## src/rtl/puf_pkg.sv

```systemverilog
// Shared constants and the verifier state encoding, common to the verifier and the PUF wrapper.
package puf_pkg;

    localparam int PUF_N       = 4;
    localparam int PUF_M       = 1;
    localparam int PUF_NUM_CRP = 16;
    localparam int PUF_SETTLE  = 4;

    typedef enum logic [2:0] {
        ST_IDLE    = 3'd0,
        ST_APPLY   = 3'd1,
        ST_WAIT    = 3'd2,
        ST_SAMPLE  = 3'd3,
        ST_COMPARE = 3'd4,
        ST_FIN     = 3'd5
    } state_t;

    // Index width that stays legal for a single-entry table.
    function automatic int addr_width(input int depth);
        return (depth > 1) ? $clog2(depth) : 1;
    endfunction

endpackage

```

## src/rtl/puf_crp_mem.sv

```systemverilog
// Enrolled challenge/response table: one synchronous write port, one combinational read port.
module puf_crp_mem
    import puf_pkg::*;
#(
    parameter int N       = PUF_N,
    parameter int M       = PUF_M,
    parameter int NUM_CRP = PUF_NUM_CRP,
    localparam int AW     = addr_width(NUM_CRP)
) (
    input  logic          clk,
    input  logic          we,
    input  logic [AW-1:0] waddr,
    input  logic [N-1:0]  wchal,
    input  logic [M-1:0]  wresp,
    input  logic [AW-1:0] raddr,
    output logic [N-1:0]  rchal,
    output logic [M-1:0]  rresp
);

    logic [N-1:0] mem_chal [NUM_CRP];
    logic [M-1:0] mem_resp [NUM_CRP];

    // Contents are deliberately not reset; entries are meaningless until enrolled.
    always_ff @(posedge clk) begin
        if (we) begin
            mem_chal[waddr] <= wchal;
            mem_resp[waddr] <= wresp;
        end
    end

    assign rchal = mem_chal[raddr];
    assign rresp = mem_resp[raddr];

endmodule

```

## src/rtl/puf_crp_verifier.sv

```systemverilog
// Walks every enrolled CRP, drives the challenge to the PUF, samples its synchronized
// response after a settle period and counts mismatches against the enrolled response.
module puf_crp_verifier
    import puf_pkg::*;
#(
    parameter int N       = PUF_N,
    parameter int M       = PUF_M,
    parameter int NUM_CRP = PUF_NUM_CRP,
    parameter int SETTLE  = PUF_SETTLE,
    parameter int ERR_W   = 5,
    parameter int MAX_ERR = 1,
    localparam int AW     = addr_width(NUM_CRP)
) (
    input  logic             clk,
    input  logic             rst_n,
    input  logic             start,
    input  logic             abort,
    input  logic             crp_we,
    input  logic [AW-1:0]    crp_waddr,
    input  logic [N-1:0]     crp_wchal,
    input  logic [M-1:0]     crp_wresp,
    output logic [N-1:0]     challenge,
    input  logic [M-1:0]     puf_response,
    output logic             busy,
    output logic             done,
    output logic             pass,
    output logic [ERR_W-1:0] err_count,
    output logic [AW-1:0]    cur_idx
);

    localparam int SW = (SETTLE > 2) ? $clog2(SETTLE) : 1;
    localparam logic [SW-1:0]    SETTLE_INIT = SW'(SETTLE - 1);
    localparam logic [AW-1:0]    LAST_IDX    = AW'(NUM_CRP - 1);
    // A threshold at or above the counter ceiling means every run passes.
    localparam logic [ERR_W-1:0] MAX_ERR_C   =
        (MAX_ERR >= (2 ** ERR_W) - 1) ? {ERR_W{1'b1}} : ERR_W'(MAX_ERR);

    state_t         state_reg;
    logic [SW-1:0]  settle_reg;
    logic [M-1:0]   resp_q;
    logic [M-1:0]   sync_meta_reg;
    logic [M-1:0]   sync_reg;
    logic [N-1:0]   rd_chal;
    logic [M-1:0]   rd_resp;
    logic [M-1:0]   miss_bits;
    logic           mismatch;
    logic           err_ok;

    // Storage is frozen while a run is in progress.
    puf_crp_mem #(
        .N       (N),
        .M       (M),
        .NUM_CRP (NUM_CRP)
    ) u_mem (
        .clk   (clk),
        .we    (crp_we && !busy),
        .waddr (crp_waddr),
        .wchal (crp_wchal),
        .wresp (crp_wresp),
        .raddr (cur_idx),
        .rchal (rd_chal),
        .rresp (rd_resp)
    );

    // The PUF output is asynchronous to clk; its latency is counted inside SETTLE.
    always_ff @(posedge clk or negedge rst_n) begin
        if (!rst_n) begin
            sync_meta_reg <= '0;
            sync_reg      <= '0;
        end else begin
            sync_meta_reg <= puf_response;
            sync_reg      <= sync_meta_reg;
        end
    end

    for (genvar gi = 0; gi < M; gi++) begin : g_miss
        assign miss_bits[gi] = resp_q[gi] ^ rd_resp[gi];
    end

    assign mismatch = |miss_bits;
    assign err_ok   = (err_count <= MAX_ERR_C);

    always_ff @(posedge clk or negedge rst_n) begin
        if (!rst_n) begin
            state_reg  <= ST_IDLE;
            settle_reg <= '0;
            resp_q     <= '0;
            challenge  <= '0;
            busy       <= 1'b0;
            done       <= 1'b0;
            pass       <= 1'b0;
            err_count  <= '0;
            cur_idx    <= '0;
        end else begin
            done <= 1'b0;
            if (abort && busy) begin
                // Cancelled run: no result, error count left for inspection.
                state_reg <= ST_IDLE;
                challenge <= '0;
                pass      <= 1'b0;
                busy      <= 1'b0;
            end else begin
                case (state_reg)
                    ST_IDLE: begin
                        if (start) begin
                            cur_idx   <= '0;
                            err_count <= '0;
                            pass      <= 1'b0;
                            busy      <= 1'b1;
                            state_reg <= ST_APPLY;
                        end
                    end
                    ST_APPLY: begin
                        challenge  <= rd_chal;
                        settle_reg <= SETTLE_INIT;
                        state_reg  <= ST_WAIT;
                    end
                    ST_WAIT: begin
                        if (settle_reg == '0) begin
                            state_reg <= ST_SAMPLE;
                        end else begin
                            settle_reg <= settle_reg - 1'b1;
                        end
                    end
                    ST_SAMPLE: begin
                        resp_q    <= sync_reg;
                        state_reg <= ST_COMPARE;
                    end
                    ST_COMPARE: begin
                        if (mismatch && (err_count != {ERR_W{1'b1}})) begin
                            err_count <= err_count + 1'b1;
                        end
                        if (cur_idx == LAST_IDX) begin
                            state_reg <= ST_FIN;
                        end else begin
                            cur_idx   <= cur_idx + 1'b1;
                            state_reg <= ST_APPLY;
                        end
                    end
                    ST_FIN: begin
                        done      <= 1'b1;
                        pass      <= err_ok;
                        busy      <= 1'b0;
                        state_reg <= ST_IDLE;
                    end
                    default: begin
                        state_reg <= ST_IDLE;
                    end
                endcase
            end
        end
    end

endmodule

```

## config.mk

```make
export PLATFORM = sky130hd
export DESIGN_NAME = puf_crp_verifier
export DESIGN_NICKNAME = d
export VERILOG_FILES = /design/src/rtl/puf_pkg.sv /design/src/rtl/puf_crp_mem.sv /design/src/rtl/puf_crp_verifier.sv
export SDC_FILE = /design/constraint.sdc
export NUM_CORES = 1
export LEC_CHECK = 0
export ABC_AREA = 1
export BUFFER_PORTS_ARGS = -buffer_cell sky130_fd_sc_hd__buf_2
export CORE_MARGIN = 5
export CORE_UTILIZATION = 45
export DETAILED_ROUTE_END_ITERATION = 7
export GPL_TIMING_DRIVEN = 0
export PLACE_DENSITY = 0.64
export SETUP_SLACK_MARGIN = 0.3
export SYNTH_ARGS = -nofsm -noshare
export SYNTH_HDL_FRONTEND = slang
export SYNTH_SLANG_ARGS = --single-unit
```

## constraint.sdc

```tcl
create_clock -name clk -period 1.3 [get_ports clk]
set_input_delay 0.325 -clock clk [delete_from_list [all_inputs] [get_ports clk]]
set_output_delay 0.325 -clock clk [all_outputs]
set_load 0.1 [all_outputs]
```

# Word level (Yosys, flattened, before mapping)
# Memory sizes are Yosys's and may differ from the RTL's.
# Cells that the tools add are included.
[word_totals]
regBits = 24
latchBits = 0
mem_bits_rw = 80
mem_bits_ro = 0
in_bits = 15
wordCells = 73
n_memories = 2
[mem_list]
columns = ["name", "words", "word_bits", "read_ports", "rd_ports_with_merged_regs", "write_ports", "line", "text"]
rows = [
  ["u_mem.mem_chal", 16, 4, 1, 0, 1, "puf_crp_mem.sv:20", "logic [N-1:0] mem_chal [NUM_CRP];"],
  ["u_mem.mem_resp", 16, 1, 1, 0, 1, "puf_crp_mem.sv:21", "logic [M-1:0] mem_resp [NUM_CRP];"],
]
[op_classes]
add_sub_neg = 3
n_mul = 0
n_div = 0
order_cmp = 1
n_eq_ne = 13
shift = 0
muxes = 25
bitwise = 2
reduce_logical = 16
[op_table]
columns = ["operator", "n"]
rows = [
  ["$mux W4", 4],
  ["$pmux W3 S5", 1],
  ["$mux W3", 4],
  ["$mux W5", 2],
  ["$pmux W5 S2", 1],
  ["$mux W1", 8],
  ["$ne A2 B2 Y1 const B", 4],
  ["$pmux W4 S2", 1],
  ["$reduce_and A4 Y1", 2],
  ["$eq A3 B2 Y1 const B", 2],
  ["$eq A3 B3 Y1 const B", 2],
  ["$ne A3 B3 Y1 const B", 2],
  ["$reduce_and A2 Y1", 3],
  ["$reduce_bool A2 Y1", 3],
  ["$add A5 B1 Y5 const B", 1],
  ["$le A5 B1 Y1 const B", 1],
  ["$ne A5 B5 Y1 const B", 1],
  ["$add A4 B1 Y4 const B", 1],
  ["$eq A4 B4 Y1 const B", 1],
  ["$pmux W1 S2", 2],
  ["$pmux W2 S2", 1],
  ["$eq A3 B1 Y1 const B", 1],
  ["$logic_and A1 B1 Y1", 3],
  ["$logic_not A3 Y1", 1],
  ["other kinds (8)", 8],
]

# Longest topological paths before layout
# An unclocked memory read counts as a cell.
[depth]
word_depth = 5
mapped_depth = 14
ltp_nobuf = 12

# Modules after synthesis
# Synthesis repeated with hierarchy kept, for this count alone.
[unflattened]
cells_unflattened = 520
hier_area_um2 = 4899.7
[modules_own_cells]
columns = ["mod", "n_inst", "cells_each", "area_per_inst_um2", "seq_area_each_um2"]
rows = [
  ["puf_crp_mem", 1, 352, 3572.2, 2402.3],
  ["puf_crp_verifier", 1, 168, 1327.5, 600.6],
]

# Worst setup path before layout
# OpenSTA, ideal clock, no wires.
[synth_timing]
path_type = "reg2reg"
from = "reg cur_idx[1]"
to = "reg err_count[0]"
setup_ns = 0.121
arrival_ns = 2.021
required_time_ns = 1.179
slack_ns = -0.842
path_stages_with_launch = 9
path_buffers = 0
synth_period_minus_slack_ns = 2.142
cell_sequence = "dfrtp_1 > ha_1 > nand2_1 > nor3_4 > nor2_8 > nand2_2 > nand2_4 > nand2_1 > nand2_1"
[synth_via]
elab_chain_len = 5
[synth_rtl]
columns = ["item", "line", "text"]
rows = [
  ["start: declaration", "puf_crp_verifier.sv:28", "output logic [AW-1:0] cur_idx"],
  ["start signal: assignment", "puf_crp_verifier.sv:136", "cur_idx <= cur_idx + 1'b1;"],
  ["$mem_v2 Z16 W1", "-", ""],
  ["$xor A1 B1 Y1", "puf_crp_verifier.sv:77", "assign miss_bits[gi] = resp_q[gi] ^ rd_resp[gi];"],
  ["$logic_and A1 B1 Y1", "puf_crp_verifier.sv:130", "if (mismatch && (err_count != {ERR_W{1'b1}})) begin"],
  ["$ne A2 B2 Y1 (no line)", "-", ""],
  ["$reduce_and A4 Y1 (no line)", "-", ""],
  ["end signal: assignment", "puf_crp_verifier.sv:131", "err_count <= err_count + 1'b1;"],
  ["end: declaration", "puf_crp_verifier.sv:27", "output logic [ERR_W-1:0] err_count,"],
]
# Every way passes these cells.
# A chain may end at the register's enable or synchronous reset.

# Final worst setup path
[layout_timing]
from = "reg cur_idx[0]"
to = "reg err_count[3]"
# Same word-level chain as after synthesis.

==> report_table.html <==
<table>
<tr><th>Metric</th><th>Value</th></tr>
<tr><th colspan="2">Status</th></tr>
<tr><td>Outcome</td><td>finished, violations left</td></tr>
<tr><td>Violated checks</td><td>negative setup slack</td></tr>
<tr><th colspan="2">Power and ir drop</th></tr>
<tr><td>Pwr Density</td><td>1700 mW/mm2</td></tr>
<tr><td>Internal Power</td><td>0.00666 W</td></tr>
<tr><td>Maximum resistive drop on vdd</td><td>0.00103 V</td></tr>
<tr><td>P_leak</td><td>2.39 nW</td></tr>
<tr><td>Clock network power share</td><td>19.3%</td></tr>
<tr><td>Sum of internal, switching and leakage power</td><td>0.0107 W</td></tr>
<tr><td>Combinational power share</td><td>42.7%</td></tr>
<tr><td>Sw Share</td><td>38.0%</td></tr>
<tr><td>Switch Pwr</td><td>0.00408 W</td></tr>
<tr><td>Reg power frac</td><td>38.0%</td></tr>
<tr><th colspan="2">Yosys</th></tr>
<tr><td>Dominant register cell in the synthesized netlist</td><td>sky130_fd_sc_hd__edfxtp_1</td></tr>
<tr><td>Summed instance area of the synthesized netlist</td><td>0.00454 mm2</td></tr>
<tr><td>EDFF count, synth</td><td>80</td></tr>
<tr><td>Number of nets produced by synthesis</td><td>429</td></tr>
<tr><td>Number of synthesized register bits</td><td>104</td></tr>
<tr><td>Count of mapped cells out of synthesis</td><td>409</td></tr>
<tr><td>YS warnings</td><td>0</td></tr>
<tr><td>Share of synthesized registers carrying an async set or reset</td><td>23.1%</td></tr>
<tr><td>Avg Inst Size Synth</td><td>11.1 um2</td></tr>
<tr><td>Share of the yosys chip area belonging to registers</td><td>66.2%</td></tr>
<tr><td>Distinct cell type count of the synthesized netlist</td><td>35</td></tr>
<tr><th colspan="2">Placement</th></tr>
<tr><td>Count of input and output buffers</td><td>30</td></tr>
<tr><td>Worst Setup Slack post-DPL</td><td>-0.717 ns</td></tr>
<tr><td>Post-detailed-placement half-perimeter wirelength</td><td>7140 um</td></tr>
<tr><td>Gpl congestion</td><td>0.811</td></tr>
<tr><th colspan="2">Layout</th></tr>
<tr><td>Flip-flop and latch area</td><td>0.00305 mm2</td></tr>
<tr><td>Proportion of layout cells with a drive suffix above 1</td><td>43.0%</td></tr>
<tr><td>N_diodes</td><td>0</td></tr>
<tr><td>Net total in the final layout</td><td>506</td></tr>
<tr><td>Layout overhead on the synthesized area</td><td>39.4%</td></tr>
<tr><td>Number of flip-flops in the largest register</td><td>64</td></tr>
<tr><td>Largest registers ranked by flip-flop count</td><td>u_mem.mem_chal: 64 flops, u_mem.mem_resp: 16 flops, err_count: 5 flops</td></tr>
<tr><td>Fill cells</td><td>772</td></tr>
<tr><td>Area of the multi-input gates</td><td>0.00179 mm2</td></tr>
<tr><td>Register name with the most flops</td><td>u_mem.mem_chal</td></tr>
<tr><th colspan="2">Route</th></tr>
<tr><td>Antenna-violating nets left</td><td>0</td></tr>
<tr><td>DRC violation count after routing</td><td>0</td></tr>
<tr><td>Detailed Route WL</td><td>12200 um</td></tr>
<tr><td>Mean number of vias per cell</td><td>5.44</td></tr>
<tr><td>Total number of vias</td><td>3396</td></tr>
<tr><td>Drt first pass iters</td><td>5</td></tr>
<tr><td>Starting DRC count in detailed routing</td><td>197</td></tr>
<tr><td>Post-detailed-route wirelength per cell</td><td>19.5 um</td></tr>
<tr><th colspan="2">Setup path</th></tr>
<tr><td>Startpoint type of the worst setup path</td><td>flip-flop</td></tr>
<tr><td>Kind of critical path</td><td>reg2reg</td></tr>
<tr><td>Max Fanout on Critical Path</td><td>6</td></tr>
<tr><td>Data required time of the critical path</td><td>1.57 ns</td></tr>
<tr><td>Critical path data arrival time</td><td>2.03 ns</td></tr>
<tr><td>Crit path capture type</td><td>flip-flop</td></tr>
<tr><th colspan="2">Die</th></tr>
<tr><td>Overall die width</td><td>110 um</td></tr>
<tr><td>Height of the die</td><td>110 um</td></tr>
<tr><td>Number of placed I/O pins</td><td>31</td></tr>
<tr><td>Die Footprint</td><td>0.0122 mm2</td></tr>
<tr><td>Rows</td><td>36</td></tr>
<tr><td>Starting utilization of the core area</td><td>46.2%</td></tr>
<tr><td>Floorplan Core Area</td><td>0.00982 mm2</td></tr>
<tr><th colspan="2">CTS</th></tr>
<tr><td>H-tree level count</td><td>3</td></tr>
<tr><td>Clk slew on worst S/H paths</td><td>0.10 ns</td></tr>
<tr><td>Clock network latency to the later pin of the worst-skew pair</td><td>0.37 ns</td></tr>
<tr><td>TritonCTS clock tree</td><td>built</td></tr>
<tr><td>Total clock sinks</td><td>104</td></tr>
<tr><td>Bufs on Longest Clock Path</td><td>2</td></tr>
<tr><td>Num CTS Buffers</td><td>9</td></tr>
<tr><td>CTS Root Cell</td><td>sky130_fd_sc_hd__clkbuf_8</td></tr>
<tr><th colspan="2">Timing</th></tr>
<tr><td>Setup repair after global routing missed its margin</td><td>true</td></tr>
<tr><td>Post-route setup slack</td><td>-0.454 ns</td></tr>
<tr><td>Final number of max-transition violations</td><td>0</td></tr>
<tr><td>Part of the cycle the worst path needs</td><td>135%</td></tr>
<tr><td>Final setup skew</td><td>0.0104 ns</td></tr>
<tr><td>Rel. slew slack</td><td>72.3%</td></tr>
<tr><td>Final hold violation count</td><td>0</td></tr>
<tr><td>Fmax</td><td>570 MHz</td></tr>
<tr><td>Worst Tran Pin Value</td><td>0.415 ns</td></tr>
<tr><td>Time the worst path needs with I/O delays and setup</td><td>1.75 ns</td></tr>
<tr><td>Setup violators final</td><td>114</td></tr>
<tr><th colspan="2">Global route</th></tr>
<tr><td>Initial antenna violation count</td><td>0</td></tr>
<tr><td>Global router's overall resource usage</td><td>19.6%</td></tr>
<tr><td>Overflow after GRT</td><td>0</td></tr>
<tr><td>Vias in the first global route</td><td>3456</td></tr>
<tr><td>First-pass GRT wire length</td><td>18600 um</td></tr>
<tr><td>Pin count of the biggest net entering global routing</td><td>25</td></tr>
<tr><th colspan="2">Worst hold path</th></tr>
<tr><td>Worst hold path type</td><td>in2reg</td></tr>
<tr><th colspan="2">Flow run</th></tr>
<tr><td>Max-capacitance violation count</td><td>0</td></tr>
</table>
==> metal layers <==
layer | part of all wire, % | GRT usage, % | vias to the layer above
met1 | 39 | 23.8 | 1681
met5 | 0 | 0 | -
met4 | 2.3 | 6.65 | 0
met2 | 52 | 33.4 | 116
met3 | 6.0 | 5.74 | 27
li1 | - | - | 1572
==> cell type report <==
type / count / area share, %
Buffer: 15 / 2.89
Clock buffer: 10 / 2.02
Clock inverter: 6 / 1.19
Inverter: 33 / 2.27
Multi-Input combinational cell: 257 / 28.4
Sequential cell: 104 / 48.2
Tap cell: 133 / 2.63
Timing Repair Buffer: 66 / 12.4
==> placed cells by master (no fill, tap or decap), types with 11 or more instances in the layout <==
cell / n
sky130_fd_sc_hd__nor2_1: 52
sky130_fd_sc_hd__buf_2: 13
sky130_fd_sc_hd__o21ai_1: 18
sky130_fd_sc_hd__o21ai_0: 14
sky130_fd_sc_hd__nor2_4: 21
sky130_fd_sc_hd__nand3_1: 19
sky130_fd_sc_hd__nand3_2: 11
sky130_fd_sc_hd__inv_1: 20
sky130_fd_sc_hd__nand2_2: 14
sky130_fd_sc_hd__buf_6: 12
sky130_fd_sc_hd__buf_12: 20
sky130_fd_sc_hd__buf_4: 22
sky130_fd_sc_hd__nand2_1: 44
sky130_fd_sc_hd__edfxtp_1: 80
==> synthesized netlist by cell type, drive strengths merged (3+ instances only) <==
| master | number | area (um2) |
|---|---|---|
| edfxtp | 80 | 2400 |
| inv | 32 | 123 |
| nand3 | 36 | 193 |
| ha | 5 | 62.6 |
| nor3 | 4 | 36.3 |
| nor2 | 79 | 325 |
| o21ai | 38 | 190 |
| buf | 13 | 87.6 |
| o221ai | 8 | 70.1 |
| o211ai | 10 | 75.1 |
| nand2 | 67 | 292 |
| a21oi | 3 | 18.8 |
| dfrtp | 24 | 601 |
==> critical path, cell delays in order (launching register included) <==
cell and delay, ns:
sky130_fd_sc_hd__dfrtp_4 0.50, sky130_fd_sc_hd__buf_8 0.15, sky130_fd_sc_hd__inv_8 0.07, sky130_fd_sc_hd__buf_8 0.14
sky130_fd_sc_hd__nand2_2 0.05, sky130_fd_sc_hd__nand3_2 0.08, sky130_fd_sc_hd__nand3_2 0.10, sky130_fd_sc_hd__nand2_2 0.11
sky130_fd_sc_hd__nand3_2 0.10, sky130_fd_sc_hd__nand3_4 0.13, sky130_fd_sc_hd__nand2_4 0.09, sky130_fd_sc_hd__nand2_2 0.07
sky130_fd_sc_hd__nand2_1 0.05
==> stage by stage <==
step / utilization [%] / hold slack (ns) / instance area [um2] / cells / setup TNS [ns]
floorplan: - / 0.0294 / 4790 / 409 / -22.65
global placement: 52.0 / 0.337 / 5110 / 572 / -22.99
detailed placement: 52.0 / 0.334 / 5110 / 572 / -25.70
CTS: 61.9 / 0.0393 / 6080 / 618 / -25.27
global route: 64.4 / 0.0642 / 6330 / 624 / -33.42
finish: 64.4 / 0.0794 / 6330 / 624 / -29.25
==> cell families after synthesis <==
logic type,count (synthesis),synth area share [%]
and+or+nand+nor,189,19.1
adders and majority gates,5,1.38
AOI/OAI and AO/OA,61,8.13
buffers and inverters,48,4.88
xor gates and xnor gates,2,0.386
DFF,104,66.2
==> path summary, 6_finish.rpt <==
kind / start / to / slack (ns) / cells past startpoint
worst max-delay path: cur_idx[0]$_DFFE_PN0P_ / err_count[3]$_DFFE_PN0P_ / -0.45 / 12
worst min-delay path: puf_response / sync_meta_reg$_DFF_PN0_ / 0.08 / 1
worst min register to register: sync_meta_reg$_DFF_PN0_ / sync_reg$_DFF_PN0_ / 0.41 / 0
min in group asynchronous: rst_n / settle_reg[0]$_DFFE_PN0P_ / 0.47 / 2
worst max register to register: cur_idx[0]$_DFFE_PN0P_ / err_count[3]$_DFFE_PN0P_ / -0.45 / 12
max in group asynchronous: rst_n / cur_idx[3]$_DFFE_PN0P_ / 0.54 / 2
==> timing repair <==
| action | in CTS | in global routing |
|---|---|---|
| endpoints found under the hold margin | 24 | 0 |
| setup endpoints to repair | 118 | 137 |
| resized for setup | 131 | 59 |
| setup buffers | 27 | 6 |
| pin swaps | 34 | 35 |
| hold buffers | 1 | 0 |
| gates cloned | 2 | 0 |
==> power by group through the flow <==
stage	Sequential (W)	Clock [W]	Combinational (W)
3_5_place_dp	0.00410	0	0.00277
5_1_grt	0.00411	0.00224	0.00488
4_1_cts	0.00405	0.00210	0.00406
3_3_place_gp	0.00410	0	0.00272
2_1_floorplan	0.00473	0	0.00148
6_report	0.00408	0.00207	0.00459
Note: power is estimated with default switching activity, not from simulation.
